==> src/rtl/mram_ctrl_pkg.sv <==
// Shared types and helpers for the MRAM burst sequencer: state encoding,
// byte-enable codes and the bundle of active-low MRAM strobes.
package mram_ctrl_pkg;

  typedef enum logic [2:0] {
    ST_IDLE,
    ST_SHIFT,
    ST_WR_SETUP,
    ST_WR_STROBE,
    ST_RD_STROBE,
    ST_RD_SHIFT,
    ST_RECOVER
  } state_t;

  // Byte-enable encodings: bit0 = lower byte, bit1 = upper byte.
  localparam logic [1:0] BE_NOP  = 2'b00;
  localparam logic [1:0] BE_LO   = 2'b01;
  localparam logic [1:0] BE_HI   = 2'b10;
  localparam logic [1:0] BE_FULL = 2'b11;

  typedef struct packed {
    logic ce_n;
    logic we_n;
    logic oe_n;
    logic lb_n;
    logic ub_n;
  } strobe_t;

  // Every strobe deasserted; the only legal value outside the strobe phases.
  localparam strobe_t STROBE_IDLE = 5'b11111;

  // Write strobes: we_n low, byte lanes from be, ce_n chosen by the caller
  // (high during setup, low during the write pulse).
  function automatic strobe_t wr_strobe(input logic [1:0] be, input logic ce_n);
    strobe_t s;
    s.ce_n = ce_n;
    s.we_n = 1'b0;
    s.oe_n = 1'b1;
    s.lb_n = ~be[0];
    s.ub_n = ~be[1];
    return s;
  endfunction

  // Read strobes: chip and output enables low, we_n held high so it can
  // never overlap oe_n.
  function automatic strobe_t rd_strobe(input logic [1:0] be);
    strobe_t s;
    s.ce_n = 1'b0;
    s.we_n = 1'b1;
    s.oe_n = 1'b0;
    s.lb_n = ~be[0];
    s.ub_n = ~be[1];
    return s;
  endfunction

  function automatic int imax(input int a, input int b);
    return (a > b) ? a : b;
  endfunction

endpackage

==> src/rtl/mram_burst_ctrl.sv <==
// MRAM access sequencer. Accepts one command over a valid/ready handshake and
// walks it through address/data serial shift-in, the async MRAM strobe
// phases and serial read-out, repeating per beat with address auto-increment.
// All outputs are registered; each cycle the sequencer computes the values
// that the following cycle must present.
// Parameter constraints: DATA_W even and <= ADDR_W; SETUP_CYC, WR_CYC and
// RD_CYC all >= 1.
module mram_burst_ctrl
  import mram_ctrl_pkg::*;
#(
  parameter int ADDR_W    = 20,
  parameter int DATA_W    = 16,
  parameter int LEN_W     = 4,
  parameter int SETUP_CYC = 1,
  parameter int WR_CYC    = 1,
  parameter int RD_CYC    = 2
) (
  input  logic             clk,
  input  logic             rst,
  input  logic             cmd_valid,
  output logic             cmd_ready,
  input  logic             cmd_write,
  input  logic [1:0]       cmd_be,
  input  logic [LEN_W-1:0] cmd_len,
  output logic             busy,
  output logic             done,
  output logic             addr_en,
  output logic             addr_inc,
  output logic             data_en,
  output logic             send_data,
  output logic             load,
  output logic             data_out_en,
  output logic             ce_n,
  output logic             we_n,
  output logic             oe_n,
  output logic             lb_n,
  output logic             ub_n
);

  // One phase counter covers every timed phase, so it is sized for the longest.
  localparam int PH_MAX = imax(imax(imax(ADDR_W, DATA_W), imax(SETUP_CYC, WR_CYC)), RD_CYC);
  localparam int PH_W   = $clog2(PH_MAX + 1);

  // Counter holds "cycles remaining minus one"; a phase ends when it reads 0.
  localparam logic [PH_W-1:0] PH_ADDR_LAST  = PH_W'(ADDR_W - 1);
  localparam logic [PH_W-1:0] PH_DATA_LAST  = PH_W'(DATA_W - 1);
  localparam logic [PH_W-1:0] PH_HALF_LAST  = PH_W'(DATA_W / 2 - 1);
  localparam logic [PH_W-1:0] PH_SETUP_LAST = PH_W'(SETUP_CYC - 1);
  localparam logic [PH_W-1:0] PH_WR_LAST    = PH_W'(WR_CYC - 1);
  localparam logic [PH_W-1:0] PH_RD_LAST    = PH_W'(RD_CYC - 1);
  localparam logic [PH_W-1:0] PH_ONE        = PH_W'(1);
  // On beat 0 data shifts during the first DATA_W of the ADDR_W address
  // cycles, i.e. while more than ADDR_W-DATA_W cycles remain after this one.
  localparam logic [PH_W-1:0] PH_DATA_GAP   = PH_W'(ADDR_W - DATA_W);

  state_t           state;
  logic [PH_W-1:0]  phase;
  logic [LEN_W-1:0] beat;
  logic             lat_write;
  logic [1:0]       lat_be;
  logic [LEN_W-1:0] lat_len;
  strobe_t          strb;

  logic             last_beat;
  logic [PH_W-1:0]  shift_gap;
  logic [PH_W-1:0]  rd_shift_last;

  // A nop is always its own last beat so it never increments the address.
  assign last_beat     = (lat_be == BE_NOP) || (beat == lat_len);
  // Later write beats shift data for the whole SHIFT phase.
  assign shift_gap     = (beat == '0) ? PH_DATA_GAP : '0;
  // Single-byte reads only shift out half a word.
  assign rd_shift_last = ((lat_be == BE_LO) || (lat_be == BE_HI)) ? PH_HALF_LAST : PH_DATA_LAST;

  assign ce_n = strb.ce_n;
  assign we_n = strb.we_n;
  assign oe_n = strb.oe_n;
  assign lb_n = strb.lb_n;
  assign ub_n = strb.ub_n;

  // Sequencer: state, phase/beat counters, latched command and all output registers.
  // NOTE: every register here uses <=, so each branch reads the pre-edge
  // values of state/phase/beat regardless of statement order.
  always_ff @(posedge clk) begin
    if (!rst) begin
      state       <= ST_IDLE;
      phase       <= '0;
      beat        <= '0;
      lat_write   <= 1'b0;
      lat_be      <= BE_NOP;
      lat_len     <= '0;
      cmd_ready   <= 1'b1;
      busy        <= 1'b0;
      done        <= 1'b0;
      addr_en     <= 1'b0;
      addr_inc    <= 1'b0;
      data_en     <= 1'b0;
      send_data   <= 1'b0;
      load        <= 1'b0;
      data_out_en <= 1'b0;
      strb        <= STROBE_IDLE;
    end else begin
      // Phase-local outputs fall back to idle unless re-asserted below.
      done        <= 1'b0;
      addr_inc    <= 1'b0;
      addr_en     <= 1'b0;
      data_en     <= 1'b0;
      send_data   <= 1'b0;
      load        <= 1'b0;
      data_out_en <= 1'b0;
      strb        <= STROBE_IDLE;

      case (state)
        ST_IDLE: begin
          if (cmd_valid) begin
            lat_write <= cmd_write;
            lat_be    <= cmd_be;
            lat_len   <= cmd_len;
            beat      <= '0;
            cmd_ready <= 1'b0;
            busy      <= 1'b1;
            if (cmd_be == BE_NOP) begin
              state <= ST_RECOVER;
              phase <= '0;
              done  <= 1'b1;
            end else begin
              state   <= ST_SHIFT;
              phase   <= PH_ADDR_LAST;
              addr_en <= 1'b1;
              data_en <= cmd_write;
            end
          end
        end

        ST_SHIFT: begin
          if (phase != '0) begin
            phase   <= phase - 1'b1;
            addr_en <= (beat == '0);
            data_en <= lat_write && (phase > shift_gap);
          end else if (lat_write) begin
            state <= ST_WR_SETUP;
            phase <= PH_SETUP_LAST;
            strb  <= wr_strobe(lat_be, 1'b1);
          end else begin
            state     <= ST_RD_STROBE;
            phase     <= PH_RD_LAST;
            strb      <= rd_strobe(lat_be);
            send_data <= 1'b1;
            load      <= (PH_RD_LAST == '0);
          end
        end

        ST_WR_SETUP: begin
          if (phase != '0) begin
            phase <= phase - 1'b1;
            strb  <= wr_strobe(lat_be, 1'b1);
          end else begin
            state     <= ST_WR_STROBE;
            phase     <= PH_WR_LAST;
            strb      <= wr_strobe(lat_be, 1'b0);
            send_data <= 1'b1;
          end
        end

        ST_WR_STROBE: begin
          if (phase != '0) begin
            phase     <= phase - 1'b1;
            strb      <= wr_strobe(lat_be, 1'b0);
            send_data <= 1'b1;
          end else begin
            state    <= ST_RECOVER;
            done     <= last_beat;
            addr_inc <= !last_beat;
          end
        end

        ST_RD_STROBE: begin
          if (phase != '0) begin
            phase     <= phase - 1'b1;
            strb      <= rd_strobe(lat_be);
            send_data <= 1'b1;
            load      <= (phase == PH_ONE);
          end else begin
            state       <= ST_RD_SHIFT;
            phase       <= rd_shift_last;
            data_out_en <= 1'b1;
          end
        end

        ST_RD_SHIFT: begin
          if (phase != '0) begin
            phase       <= phase - 1'b1;
            data_out_en <= 1'b1;
          end else begin
            state    <= ST_RECOVER;
            done     <= last_beat;
            addr_inc <= !last_beat;
          end
        end

        ST_RECOVER: begin
          if (last_beat) begin
            state     <= ST_IDLE;
            cmd_ready <= 1'b1;
            busy      <= 1'b0;
          end else begin
            beat <= beat + 1'b1;
            if (lat_write) begin
              // Address is already in place; only the next data word shifts.
              state   <= ST_SHIFT;
              phase   <= PH_DATA_LAST;
              data_en <= 1'b1;
            end else begin
              // Reads have nothing to shift in after beat 0.
              state     <= ST_RD_STROBE;
              phase     <= PH_RD_LAST;
              strb      <= rd_strobe(lat_be);
              send_data <= 1'b1;
              load      <= (PH_RD_LAST == '0);
            end
          end
        end

        default: begin
          state     <= ST_IDLE;
          phase     <= '0;
          cmd_ready <= 1'b1;
          busy      <= 1'b0;
        end
      endcase
    end
  end

endmodule

==> config.mk <==
export PLATFORM = sky130hd
export DESIGN_NAME = mram_burst_ctrl
export DESIGN_NICKNAME = d
export VERILOG_FILES = /design/src/rtl/mram_ctrl_pkg.sv /design/src/rtl/mram_burst_ctrl.sv
export SDC_FILE = /design/constraint.sdc
export NUM_CORES = 1
export LEC_CHECK = 0
export CORE_MARGIN = 4
export CORE_UTILIZATION = 40
export CTS_CLUSTER_SIZE = 30
export DETAILED_ROUTE_END_ITERATION = 6
export DONT_BUFFER_PORTS = 1
export GPL_TIMING_DRIVEN = 0
export PLACE_DENSITY = 0.57
export SLEW_MARGIN = 10
export SYNTH_ARGS = -nofsm -noshare
export SYNTH_HDL_FRONTEND = slang
export SYNTH_SLANG_ARGS = --single-unit
==> constraint.sdc <==
create_clock -name clk -period 5.9 [get_ports clk]
set_input_delay 0.59 -clock clk [delete_from_list [all_inputs] [get_ports clk]]
set_output_delay 0.59 -clock clk [all_outputs]
set_load 0.01 [all_outputs]
==> flow_summary.toml <==
[final_layout]
final_cells = 295
multi_input_area_mm2 = 0.001114
antenna_cells = 0
syn_to_final_growth_pct = 7.809
register_area_um2 = 660.6
fillers = 463
layout-drive-gt1-share_pct = 7.407
final_nets = 259

[run_status]
status = "finished clean"

[setup_path]
critPathKind = "reg -> reg"
required_ns = 6.10
startpoint_type = "flop"
critPathMaxFanout = 10
endpoint_kind = "flop"
cp_data_arrival_time_ns = 2.65

[synth]
synth_top_area_share_pct = 34.94
avgSynthCellArea_um2 = 8.045
synth-adder-area-share_pct = 5.758
ys_ff_latch = 33
synth_simple_gate_area_share_pct = 27.07
synth-xor-area-share_pct = 3.706
syn_area_mm2 = 0.001891
synthArstFlopShare_pct = 0
yosysTopAreaCell = "dfxtp_1"
yosysWarningCount = 0
synth_cell_types = 48
syn_inst = 235
synth_top_family_by_area = "simple AND/OR/NAND/NOR gates"
synthMuxAreaShare_pct = 1.588
ys.flop_type = "dfxtp_1"
seq_area_frac_synth_pct = 34.94
synth-edff-count = 0
synth_compound_gate_area_share_pct = 20.78
synth_nets = 252
yosys-top-cells-area = "dfxtp_1, nand2_1, ha_1, a21boi_0, o21ai_0"

[clock_network]
ctsRootBufferMaster = "clkbuf_8"
clk_latency_ns = 0.29
cts_tree = "built"
post_cts_resized = 0
cts.sinks = 33
h-tree-depth = 2
cts_buffers = 5
cts_hold_buf = 0
postCtsSetupBuffers = 0
clockBufferDepth = 2
path_clk_slew_ns = 0.07

[floorplan]
start_util_pct = 42.25
dieArea_mm2 = 0.005891
std_cell_rows = 24
ios = 24
fp.dieW_um = 76.75
design.core.area_mm2 = 0.004474
die_h_um = 76.75

[route]
ant_nets = 0
viasPerCell = 5.590
vias = 1649
dr.pass1.iters = 4
drt_iter0_drc = 148
routedWlPerCell_um = 15.98
wirelength_mm = 4.713
drcViolationCount = 0

[sta]
period_needed_ns = 2.443
relSlewSlack_pct = 36.96
maxSlewViolCount = 0
fin_setup_tns_ns = 0
finalClockSkew_ns = 0.005710
worst_pin_slew_ns = 0.9431
min_period_over_period_pct = 41.40
setup_viol = 0
hold_viol_final = 0
rsz0062_at_grt = "no"
fmax_ghz = 0.4094

[global_route]
grt_max_degree = 11
grt_pass1_vias = 1628
busiest_layer = "met2"
gr-usage-met2_pct = 24.83
grt_use_met3_pct = 4.918
grt_overflow = 0
use_met1_pct = 24.66
grt_usage_pct = 17.47
grt_pass1_wl_mm = 8.238
antenna_found_initial = 0

[place]
port_buffers = 0
gp_congestion = 0.8409
dp.cells = 287
dp_hpwl_mm = 3.451

[power]
leakagePower_nw = 0.7351
powerDensity_mw_per_mm2 = 526.3
vdd_drop_max_v = 0.0001986

[min_path]
hold_path_class = "in -> reg"

[job]
cap_violations = 0
-- layout by cell type (no fill, tap or decap), types with 3 or more instances in the layout --
cell and n:
inv_1 11, dfxtp_1 33, and3_1 4, buf_1 3
xnor2_1 4, xor2_1 4, a21boi_0 11, mux2i_1 3
nor3_1 8, nor2_1 13, ha_1 7, nand2_1 31
o22ai_1 7, and2_1 5, nor3b_1 3, nand2b_1 4
clkbuf_8 5, nand3b_1 6, nand3_1 10, clkbuf_1 12
a21oi_1 11, o21ai_0 12
-- cells in the mapped netlist (2+ instances only) --
cell and count:
or3_1 2, buf_1 3, a21oi_1 11, mux2i_1 3
nand3b_1 6, nand3_1 10, ha_1 7, and3_1 4
xor2_1 4, nand4_1 2, or2_2 2, o221ai_1 2
nor3b_1 3, o22ai_1 7, inv_1 11, o21ai_0 12
a22oi_1 2, and2_1 5, nand2_1 31, nor3_1 8
nor2_1 13, buf_6 2, clkbuf_1 11, xnor2_1 4
a21boi_0 11, dfxtp_1 33, o21a_1 2, nand2b_1 4
-- power by group --
part	internal [mW]	switching, mW	total (mW)
sequential	0.277	0.0445	0.321
clock	0.0817	0.0848	0.167
combinational	0.237	0.348	0.585
total	0.595	0.477	1.07
-- cell families after synthesis --
logic type,Yosys count
flops,33
mux,3
fa+ha+maj,9
xor+xnor,8
buf+inv,27
simple gates,97
compound gates,58
-- worst max-delay path, cell delays in order, from the launching register on --
cell and delay, ns:
dfxtp_1 0.32, inv_1 0.15, ha_1 0.23, nor4b_2 0.78, nand3_1 0.36, a21bo_2 0.34, o221ai_1 0.17
-- through the flow --
stage	utilization (%)	hold slack (ns)	total power [mW]	setup slack (ns)	instance area, um2
3_3_place_gp	43.71	0.4261	0.9028	3.583	1956
6_report	45.55	0.4391	1.073	3.457	2038
5_1_grt	45.55	0.4443	1.167	3.290	2038
4_1_cts	45.55	0.4373	1.072	3.511	2038
3_5_place_dp	43.71	0.4174	0.9013	3.549	1956
2_1_floorplan	-	0.3960	0.7759	3.887	1891
-- flip-flops by register name, indices dropped and copies added, names as in the netlist, 2 cells and up --
name,flops
lat_be,2
phase,5
lat_len,4
beat,4
state,3
-- metal layers --
layer  wire (um)  share of wire [%]
met2        2011                 43
met5           0                  0
met3         343                7.3
met4         107                2.3
met1        2252                 48
-- worst paths after layout --
path	startpoint	endpoint	slack, ns	depth (start not counted)
worst max-delay path	phase[0]	phase[3]	3.46	6
worst min-delay path	cmd_be[0]	lat_be[0]	0.44	2
worst max register to register	phase[0]	phase[3]	3.46	6
worst min register to register	lat_be[1]	ub_n	0.44	1
-- final cells by class --
type / instances / area share [%]
clock inverter: 2 / 0.4911
multi-input combinational: 175 / 54.63
inverter: 11 / 2.026
clock buffer: 6 / 3.560
buffer: 16 / 3.683
tap: 52 / 3.192
sequential: 33 / 32.41
(Power assumes the default switching activity.)
